File: config.mk
export PLATFORM = sky130hd
export DESIGN_NAME = sctl_flat
export DESIGN_NICKNAME = d
export VERILOG_FILES = /design/src/rtl/sctl_if.sv /design/src/rtl/sctl.sv /design/src/flat_wrapper.sv
export SDC_FILE = /design/constraint.sdc
export NUM_CORES = 1
export LEC_CHECK = 0
export ABC_AREA = 1
export BUFFER_PORTS_ARGS = -buffer_cell sky130_fd_sc_hd__buf_2
export CORE_MARGIN = 4
export CORE_UTILIZATION = 56
export CTS_CLUSTER_SIZE = 30
export DETAILED_ROUTE_END_ITERATION = 6
export MAX_ROUTING_LAYER = met4
export PLACE_DENSITY = 0.8
export SLEW_MARGIN = 40
export SYNTH_ARGS = -nofsm -noshare
export SYNTH_HDL_FRONTEND = slang
export SYNTH_SLANG_ARGS = --single-unit
File: constraint.sdc
create_clock -name c_ck -period 2.3 [get_ports c_ck]
set_clock_uncertainty 0.15 [all_clocks]
set_input_delay 0 -clock c_ck [delete_from_list [all_inputs] [get_ports c_ck]]
set_output_delay 0 -clock c_ck [all_outputs]
set_load 0.1 [all_outputs]
File: src/rtl/sctl_if.sv
// sctl_if: SPI-side and memory-side signal bundle of the sctl controller.
// slave modport is the controller's view; master modport is the PHY + memory side.
interface sctl_if #(
    parameter int AW = 24
);
    logic          c_en;
    logic [7:0]    c_si;
    logic [7:0]    c_so;
    logic [3:0]    c_se;
    logic [AW-1:0] m_addr;
    logic          m_rd;
    logic [7:0]    m_rdata;
    logic          m_wr;
    logic [7:0]    m_wdata;
    logic          err;

    modport slave (
        input  c_en, c_si, m_rdata,
        output c_so, c_se, m_addr, m_rd, m_wr, m_wdata, err
    );

    modport master (
        output c_en, c_si, m_rdata,
        input  c_so, c_se, m_addr, m_rd, m_wr, m_wdata, err
    );
endinterface

File: src/rtl/sctl.sv
// sctl: quad-DDR SPI slave protocol controller (c_ck domain, downstream of the pad PHY).
// Decodes opcode / 24-bit address / dummy / data phases and drives a simple
// synchronous memory port with 1-cycle read latency.
// Optional: define SCTL_PAGE_WRAP_EN to make address increments wrap inside a
// 256-byte page; otherwise the 24-bit counter increments linearly.
module sctl #(
    parameter int         AW    = 24,
    parameter int         DUMMY = 2,
    parameter logic [7:0] ID    = 8'hA5
) (
    input  logic   c_ck,
    input  logic   c_nrst,
    sctl_if.slave  bus
);
    typedef enum logic [2:0] {
        S_CMD, S_ADDR, S_DUMMY, S_RDATA, S_WDATA, S_TX, S_IGNORE
    } state_t;

    // Frame cycle index of the final dummy cycle (address bytes occupy 1..3).
    localparam logic [4:0] LAST_DUMMY = 5'(3 + DUMMY);

    state_t      state_q, state_d;
    logic [23:0] addr_q, addr_d;
    logic [15:0] sh_q, sh_d;       // holds the first two address bytes until the third arrives
    logic [4:0]  cnt_q, cnt_d;     // frame cycle counter, saturating
    logic        err_q, err_d;
    logic        wseen_q, wseen_d;
    logic        rd_op_q, rd_op_d; // ADDR path: 1 = READ, 0 = WRITE
    logic        st_op_q, st_op_d; // TX path: 1 = STATUS, 0 = READ_ID
    logic [7:0]  tx_q, tx_d;       // byte repeated during a TX frame

    logic [23:0] addr_inc;
    logic        rd_s;
    logic        wr_s;
    logic        drive;

`ifdef SCTL_PAGE_WRAP_EN
    assign addr_inc = {addr_q[23:8], addr_q[7:0] + 8'd1};
`else
    assign addr_inc = addr_q + 24'd1;
`endif

    // Strobes and lane enables decoded from the current state, gated by the frame enable.
    always_comb begin
        rd_s  = 1'b0;
        wr_s  = 1'b0;
        drive = 1'b0;
        if (bus.c_en) begin
            case (state_q)
                S_DUMMY: rd_s = (cnt_q == LAST_DUMMY);
                S_RDATA: begin
                    rd_s  = 1'b1;
                    drive = 1'b1;
                end
                S_WDATA: wr_s  = 1'b1;
                S_TX:    drive = 1'b1;
                default: ;
            endcase
        end
    end

    assign bus.m_rd    = rd_s;
    assign bus.m_wr    = wr_s;
    assign bus.m_wdata = bus.c_si;
    assign bus.m_addr  = addr_q[AW-1:0];
    assign bus.err     = err_q;
    assign bus.c_se    = drive ? 4'hF : 4'h0;
    // Read data passes straight through so the byte fetched last cycle goes out now.
    assign bus.c_so    = !drive ? 8'h00 : ((state_q == S_RDATA) ? bus.m_rdata : tx_q);

    // Next-state logic: opcode decode, address assembly, phase sequencing, sticky flags.
    always_comb begin
        state_d = state_q;
        addr_d  = addr_q;
        sh_d    = sh_q;
        cnt_d   = cnt_q;
        err_d   = err_q;
        wseen_d = wseen_q;
        rd_op_d = rd_op_q;
        st_op_d = st_op_q;
        tx_d    = tx_q;
        if (!bus.c_en) begin
            state_d = S_CMD;
            cnt_d   = 5'd0;
        end else begin
            if (cnt_q != 5'h1F) cnt_d = cnt_q + 5'd1;
            if (rd_s || wr_s)   addr_d = addr_inc;
            if (wr_s)           wseen_d = 1'b1;
            case (state_q)
                S_CMD: begin
                    case (bus.c_si)
                        8'h0B: begin state_d = S_ADDR; rd_op_d = 1'b1; end
                        8'h02: begin state_d = S_ADDR; rd_op_d = 1'b0; end
                        8'h05: begin
                            state_d = S_TX;
                            st_op_d = 1'b1;
                            tx_d    = {6'b0, wseen_q, err_q};
                        end
                        8'h9F: begin
                            state_d = S_TX;
                            st_op_d = 1'b0;
                            tx_d    = ID;
                        end
                        default: begin state_d = S_IGNORE; err_d = 1'b1; end
                    endcase
                end
                S_ADDR: begin
                    sh_d = {sh_q[7:0], bus.c_si};
                    // The counter is only replaced once the address is complete,
                    // so an aborted address phase leaves it untouched.
                    if (cnt_q == 5'd3) begin
                        addr_d  = {sh_q, bus.c_si};
                        state_d = rd_op_q ? S_DUMMY : S_WDATA;
                    end
                end
                S_DUMMY: if (cnt_q == LAST_DUMMY) state_d = S_RDATA;
                S_TX: begin
                    // STATUS is read-to-clear once its first byte has been shifted out.
                    if (st_op_q && cnt_q == 5'd1) begin
                        err_d   = 1'b0;
                        wseen_d = 1'b0;
                    end
                end
                default: ;
            endcase
        end
    end

    // State registers with asynchronous active-low reset.
    always_ff @(posedge c_ck or negedge c_nrst) begin
        if (!c_nrst) begin
            state_q <= S_CMD;
            addr_q  <= 24'd0;
            sh_q    <= 16'd0;
            cnt_q   <= 5'd0;
            err_q   <= 1'b0;
            wseen_q <= 1'b0;
            rd_op_q <= 1'b0;
            st_op_q <= 1'b0;
            tx_q    <= 8'd0;
        end else begin
            state_q <= state_d;
            addr_q  <= addr_d;
            sh_q    <= sh_d;
            cnt_q   <= cnt_d;
            err_q   <= err_d;
            wseen_q <= wseen_d;
            rd_op_q <= rd_op_d;
            st_op_q <= st_op_d;
            tx_q    <= tx_d;
        end
    end
endmodule

File: src/flat_wrapper.sv
// flat-port wrapper written by rule: the top's interface ports become plain ports
module sctl_flat 
#(
    parameter int         AW    = 24,
    parameter int         DUMMY = 2,
    parameter logic [7:0] ID    = 8'hA5
)
  (c_ck, c_nrst, bus_c_en, bus_c_si, bus_m_rdata, bus_c_so, bus_c_se, bus_m_addr, bus_m_rd, bus_m_wr, bus_m_wdata, bus_err);
  sctl_if #(.AW(AW)) bus_i ();
  input  logic c_ck;
  input  logic c_nrst;
  input wire logic [$bits(bus_i.c_en)-1:0] bus_c_en;
  input wire logic [$bits(bus_i.c_si)-1:0] bus_c_si;
  input wire logic [$bits(bus_i.m_rdata)-1:0] bus_m_rdata;
  output wire logic [$bits(bus_i.c_so)-1:0] bus_c_so;
  output wire logic [$bits(bus_i.c_se)-1:0] bus_c_se;
  output wire logic [$bits(bus_i.m_addr)-1:0] bus_m_addr;
  output wire logic [$bits(bus_i.m_rd)-1:0] bus_m_rd;
  output wire logic [$bits(bus_i.m_wr)-1:0] bus_m_wr;
  output wire logic [$bits(bus_i.m_wdata)-1:0] bus_m_wdata;
  output wire logic [$bits(bus_i.err)-1:0] bus_err;
  assign bus_i.c_en = bus_c_en;
  assign bus_i.c_si = bus_c_si;
  assign bus_i.m_rdata = bus_m_rdata;
  assign bus_c_so = bus_i.c_so;
  assign bus_c_se = bus_i.c_se;
  assign bus_m_addr = bus_i.m_addr;
  assign bus_m_rd = bus_i.m_rd;
  assign bus_m_wr = bus_i.m_wr;
  assign bus_m_wdata = bus_i.m_wdata;
  assign bus_err = bus_i.err;
  sctl #(.AW(AW), .DUMMY(DUMMY), .ID(ID)) u_core (.c_ck(c_ck), .c_nrst(c_nrst), .bus(bus_i));
endmodule
==> results of run 1 <==
-- power by group through the flow --
stage / clock, uW / combinational [uW] / sequential [uW]
after floorplan: 0 / 875 / 2390
after global placement: 0 / 2060 / 1540
after detailed placement: 0 / 2100 / 1560
after CTS: 600 / 2120 / 1540
after global routing: 639 / 2320 / 1580
final: 582 / 2160 / 1550
-- layout make-up --
| cell class | count | area [um^2] |
|---|---|---|
| clock buffer | 5 | 68.8 |
| clock inverter | 3 | 28.8 |
| fill | 539 | 2080 |
| inverter | 68 | 255 |
| multi-input combinational | 376 | 1810 |
| sequential | 55 | 1380 |
| tap | 77 | 96.3 |
| timing repair buffer | 82 | 598 |
-- final timing paths --
check / start / to / slack [ns] / depth (start not counted)
setup reg to reg: u_core.cnt_q[1]$_DFFE_PN0P_ / u_core.bus.m_addr[0]$_DFFE_PN0P_ / 0.29 / 14
min in group c_ck: bus_m_rdata[4] / bus_c_so[4] / 0.31 / 4
max in group asynchronous: c_nrst / u_core.bus.m_addr[0]$_DFFE_PN0P_ / 1.30 / 3
hold / removal: c_nrst / u_core.bus.m_addr[22]$_DFFE_PN0P_ / 0.18 / 3
setup / recovery: bus_c_si[2] / u_core.state_q[1]$_DFFE_PN0P_ / 0.16 / 11
hold reg to reg: u_core.sh_q[11]$_DFFE_PN0P_ / u_core.sh_q[11]$_DFFE_PN0P_ / 0.36 / 1
-- metal layers --
layer / share of wire / up-vias
li1: - / 1788
met1: 0.43 / 1641
met2: 0.49 / 125
met3: 0.065 / 13
met4: 0.012 / 0
met5: 0 / -
-- kinds of logic after synthesis --
family	after synthesis	share of synthesized area
XOR/XNOR	6	0.0145
AND/OR/NAND/NOR	303	0.357
multiplexers	9	0.0279
adder cells (fa/ha/maj)	4	0.0138
buffers and inverters	98	0.127
flip-flops	55	0.379
AO/OA/AOI/OAI	54	0.0806
-- flip-flops by register name (all words and copies together) (netlist names) --
register / count
u_core.bus.err: 1
u_core.bus.m_addr: 24
u_core.cnt_q: 5
u_core.rd_op_q: 1
u_core.sh_q: 16
u_core.st_op_q: 1
u_core.state_q: 3
u_core.tx_q: 3
u_core.wseen_q: 1
-- metrics by stage --
step                instances  TNS (ns)  power [uW]
floorplan                 529         0        3270
global placement          646         0        3610
detailed placement        646         0        3660
CTS                       665   -0.0206        4260
global route              666         0        4540
finish                    666         0        4300
-- layout by cell type, fill, tap and decap left out, types with 2 or more instances in the layout --
| cell type | instances |
|---|---|
| a21oi_1 | 4 |
| buf_12 | 7 |
| buf_2 | 60 |
| buf_4 | 3 |
| clkbuf_8 | 5 |
| clkinv_4 | 2 |
| dfrtp_1 | 53 |
| dfrtp_2 | 2 |
| dlygate4sd3_1 | 11 |
| ha_1 | 4 |
| inv_1 | 63 |
| inv_2 | 4 |
| mux2_2 | 9 |
| nand2_1 | 176 |
| nand2_2 | 3 |
| nand3_1 | 47 |
| nand3b_1 | 4 |
| nand4_1 | 15 |
| nor2_1 | 37 |
| nor2_2 | 3 |
| nor3_1 | 12 |
| nor3_2 | 2 |
| o21ai_0 | 40 |
| o21bai_1 | 5 |
| or2_0 | 2 |
| xnor2_1 | 2 |
| xor2_1 | 4 |
-- worst max-delay path: stages --
cell and delay [ns]:
dlygate4sd3_1 0.53, buf_2 0.14, inv_1 0.13, nand4_1 0.11, dlygate4sd3_1 0.60, a21oi_1 0.30, inv_1 0.07, nand3_1 0.11
nand2_1 0.07, nand2_1 0.07, o21ai_0 0.07
-- what timing repair did --
action / in CTS / in global routing
gates cloned: 0 / 1
gates resized for setup: 0 / 3
buffers inserted: 0 / 0
hold buffers: 11 / 0
endpoints found under the setup margin: 4 / 10
hold endpoints to repair: 73 / 0
==> out/metrics.yaml, run 1 <==
grt:
  grt_pass1_vias: 3399
  grtUsageTotal: 0.257
  grt.busiest_layer: "met2"
  use_met2: 0.419
  use_met1: 0.337
  grt_overflow_total: 0
  grt_antenna_before_repair: 0
  grt_max_degree: 56
  use_met3: 0.0400
  grt_pass1_wl_um: 15500
yosys:
  netlist.area_leader.share: 0.379
  yosysMostFrequentCell: "nand2_1"
  synth.largest_area_cell: "dfrtp_1"
  syn_area_per_cell_um2: 6.87
  synthCells: 529
  ys_ff_latch: 55
  syn_area_um2: 3630
  synth_async_sr_flop_share: 1.00
  yosys-top-cells-area: "dfrtp_1, nand2_1, inv_1"
  yosys_warnings: 0
  synth_common_cells: "nand2_1, inv_1, dfrtp_1"
  synth_edf_count: 0
  yosysSeqAreaShare: 0.379
  ys_types: 31
  syn-num-nets: 552
  synthFlopType: "dfrtp_1"
pwr:
  power.switching_uw: 2360
  combPwrFrac: 0.504
  switching_share: 0.550
  peakVddDrop_v: 0.000879
  intPower_uw: 1930
  powerDensity_nw_per_um2: 1020
  power_frac_clock: 0.136
  seq_power_share: 0.360
  power_leakage_uw: 0.00230
sta:
  min_period_ns: 2.14
  fmax_ghz: 0.467
  setup_viol: 0
  rsz0062_at_grt: "no"
  hold_ws_ns: 0.178
  worstMarginPinSlew_ns: 0.713
  period_share: 0.932
  hold_violations: 0
  maxSlewViolCount: 0
  relSlewSlack: 0.525
  fin_ws_ns: 0.156
placed_design:
  gp_congestion: 0.923
  hpwl_um: 6680
  portBuffers: 65
  dp_slack_ns: 0.293
  placed_cell_area_um2: 3990
floorplan:
  rows: 29
  die_w_um: 88.6
  die_h_um: 88.6
  die_area_um2: 7840
  core_um2: 6310
  initial_utilization: 0.576
  num_io_pins: 66
cts:
  clock_sinks: 55
  cts_tree: "yes"
  h-tree-depth: 2
  clk_pin_slew_worst_paths_ns: 0.11
  clock-root-buffer: "clkbuf_8"
  clkLatencyLatePin_ns: 0.32
  numCtsBuffers: 5
  cts_buffer_depth: 2
drt:
  totalWireLength_um: 9410
  first_pass_iters: 5
  wl_per_cell_um: 14.1
  drtIter0Drc: 226
  viasPerCell: 5.36
  drtAntennaViolNets: 0
  vias: 3567
  drc_errors: 0
setup_path:
  path_max_fanout: 4
  end_kind: "flip-flop"
  cp.arrival_ns: 2.20
  cp.required_ns: 2.36
  critPathKind: "input pin to flip-flop"
  cp-start-kind: "input pin"
status:
  status: "finished clean"
cells_and_area:
  drive_above_1_share: 0.177
  post-route-util: 0.670
  stdcell_area_um2: 4230
  area_growth_pct: 16.5
  nets: 611
  antenna_cells: 0
flow_run:
  cap_violations: 0
min_path:
  hold_path_class: "input pin to async pin"
Power figures use the tool's default switching activity.
==> inputs of run 2 (changes only) <==
==> constraint.sdc (replaced) <==
create_clock -name c_ck -period 2.3 [get_ports c_ck]
set_clock_uncertainty 0.15 [all_clocks]
set_input_delay 0.46 -clock c_ck [delete_from_list [all_inputs] [get_ports c_ck]]
set_output_delay 0.46 -clock c_ck [all_outputs]
set_load 0.1 [all_outputs]
==> run 2 against run 1 <==
The flow now finishes with violations (negative setup slack). Global-route usage rose by 0.31 points. Register-to-register slack lost 0.03 ns. Setup slack got worse by 0.18 ns. Critical path depth decreased by 5. Via count grew 3.1%. Clock power increased by 31%. Maximum frequency decreased by 7.7%. Die area unchanged. Combinational power up 4%. Critical path type is now flip-flop to output pin. Critical endpoint is now bus_c_so[2]. Highest routed layer unchanged.
==> out/metrics.yaml, run 2 (synthesized netlist as in run 1, its figures left out) <==
floorplan:
  die_h_um: 88.6
  die_area_um2: 7840
  rows: 29
  die_w_um: 88.6
  core_um2: 6310
  initial_utilization: 0.576
  num_io_pins: 66
cts:
  clk_pin_slew_worst_paths_ns: 0.10
  clock_sinks: 55
  cts_tree: "yes"
  cts_buffer_depth: 2
  clkLatencyLatePin_ns: 0.31
  numCtsBuffers: 5
  clock-root-buffer: "clkbuf_8"
  h-tree-depth: 2
drt:
  drtAntennaViolNets: 0
  vias: 3677
  viasPerCell: 5.53
  totalWireLength_um: 9580
  first_pass_iters: 5
  drc_errors: 0
  drtIter0Drc: 294
  wl_per_cell_um: 14.4
pwr:
  powerDensity_nw_per_um2: 1030
  power_leakage_uw: 0.00229
  peakVddDrop_v: 0.000833
setup_path:
  path_max_fanout: 6
  cp.arrival_ns: 1.71
  reg2reg_setup_slack_ns: 0.26
  cp.required_ns: 1.69
  cp-start-kind: "flip-flop"
  end_kind: "output pin"
  critPathKind: "flip-flop to output pin"
sta:
  rsz0062_at_grt: "yes"
  relSlewSlack: 0.662
  fin_tns_setup_ns: -0.159
  fin_ws_ns: -0.0216
  hold_violations: 0
  min_period_ns: 2.32
  fmax_ghz: 0.431
  setup_viol: 9
  worstMarginPinSlew_ns: 0.511
  period_share: 1.01
  maxSlewViolCount: 0
grt:
  grt_overflow_total: 0
  grt_max_degree: 41
  grt_antenna_before_repair: 0
  grtUsageTotal: 0.260
  grt_pass1_vias: 3405
  grt_pass1_wl_um: 15500
cells_and_area:
  antenna_cells: 0
  most-common-layout-cells: "nand2_1, inv_1, buf_2"
  post-route-util: 0.701
  area_growth_pct: 21.7
  layout_commonest_cell: "nand2_1"
  largest_reg_flops: 24
  drive_above_1_share: 0.221
  nets: 610
status:
  status: "finished, violations left"
  failed_checks: "negative setup slack"
flow_run:
  cap_violations: 0
placed_design:
  portBuffers: 65
  hpwl_um: 6960
  gp_congestion: 0.898
min_path:
  hold_path_class: "input pin to flip-flop"
[run 2: cell types whose count changed in the layout (fill, tap and decap cells not counted), moves of 4 or more]
cell | previous run | this run
buf_4 | 3 | 11
inv_1 | 63 | 56
nor2_1 | 37 | 33
dlygate4sd3_1 | 11 | 1
clkinvlp_4 | 0 | 5
nand2_2 | 3 | 7
nand2_1 | 176 | 171
buf_12 | 7 | 16
buf_2 | 60 | 51
[run 2: power breakdown]
group          switching, uW  leakage [uW]  internal (uW)
registers                307      0.000725           1230
logic                   1720       0.00150            520
clock network            325     0.0000654            435
[run 2: final timing paths]
path | cells past startpoint | end | from
min in group asynchronous | 2 | u_core.bus.m_addr[22]$_DFFE_PN0P_ | c_nrst
worst max-delay path | 6 | bus_c_so[2] | u_core.state_q[2]$_DFFE_PN0P_
worst max register to register | 9 | u_core.bus.m_addr[2]$_DFFE_PN0P_ | u_core.cnt_q[0]$_DFFE_PN0P_
max in group asynchronous | 3 | u_core.state_q[0]$_DFFE_PN0P_ | c_nrst
worst min-delay path | 3 | u_core.sh_q[7]$_DFFE_PN0P_ | bus_c_si[7]
worst min register to register | 2 | u_core.sh_q[5]$_DFFE_PN0P_ | u_core.sh_q[5]$_DFFE_PN0P_
[run 2: cell type report]
type	count	area [um^2]
Fill cell	498	1890
Multi-Input combinational cell	377	1860
Sequential cell	55	1380
Timing Repair Buffer	80	679
Inverter	68	274
Tap cell	77	96.3
Clock buffer	6	72.6
Clock inverter	2	60.1
[run 2: repair_timing]
item                                    4_1_cts  5_1_grt
endpoints found under the setup margin        9       10
cloned                                        1        0
hold buffers                                  1        0
pin swaps                                     1        2
endpoints found under the hold margin        19        0
resized for setup                             8       10
buffers inserted                              5        0
[run 2: stage by stage]
step	total power (uW)	area [um^2]	hold slack (ns)	std cells	setup WS [ns]
after floorplan	3270	3670	0.0144	529	-0.0473
after global placement	3640	4180	0.299	650	0.206
after detailed placement	3700	4180	0.308	650	0.129
after CTS	4530	4400	0.326	665	-0.0166
after global routing	4780	4420	0.320	665	-0.0972
final	4540	4420	0.332	665	-0.0216
[run 2: layer usage]
layer,wire (um),vias to the layer above,track usage
met3,689,19,0.0466
met5,0,-,-
met4,168,0,0.0838
met2,4680,153,0.424
met1,4040,1712,0.329
li1,-,1793,-
[run 2: critical path, stage by stage, from the launching register on]
cell        delay, ns
dfrtp_2          0.46
inv_2            0.12
nand3_4          0.12
a21oi_4          0.31
nand2_2          0.11
clkinvlp_4       0.10
buf_12           0.16
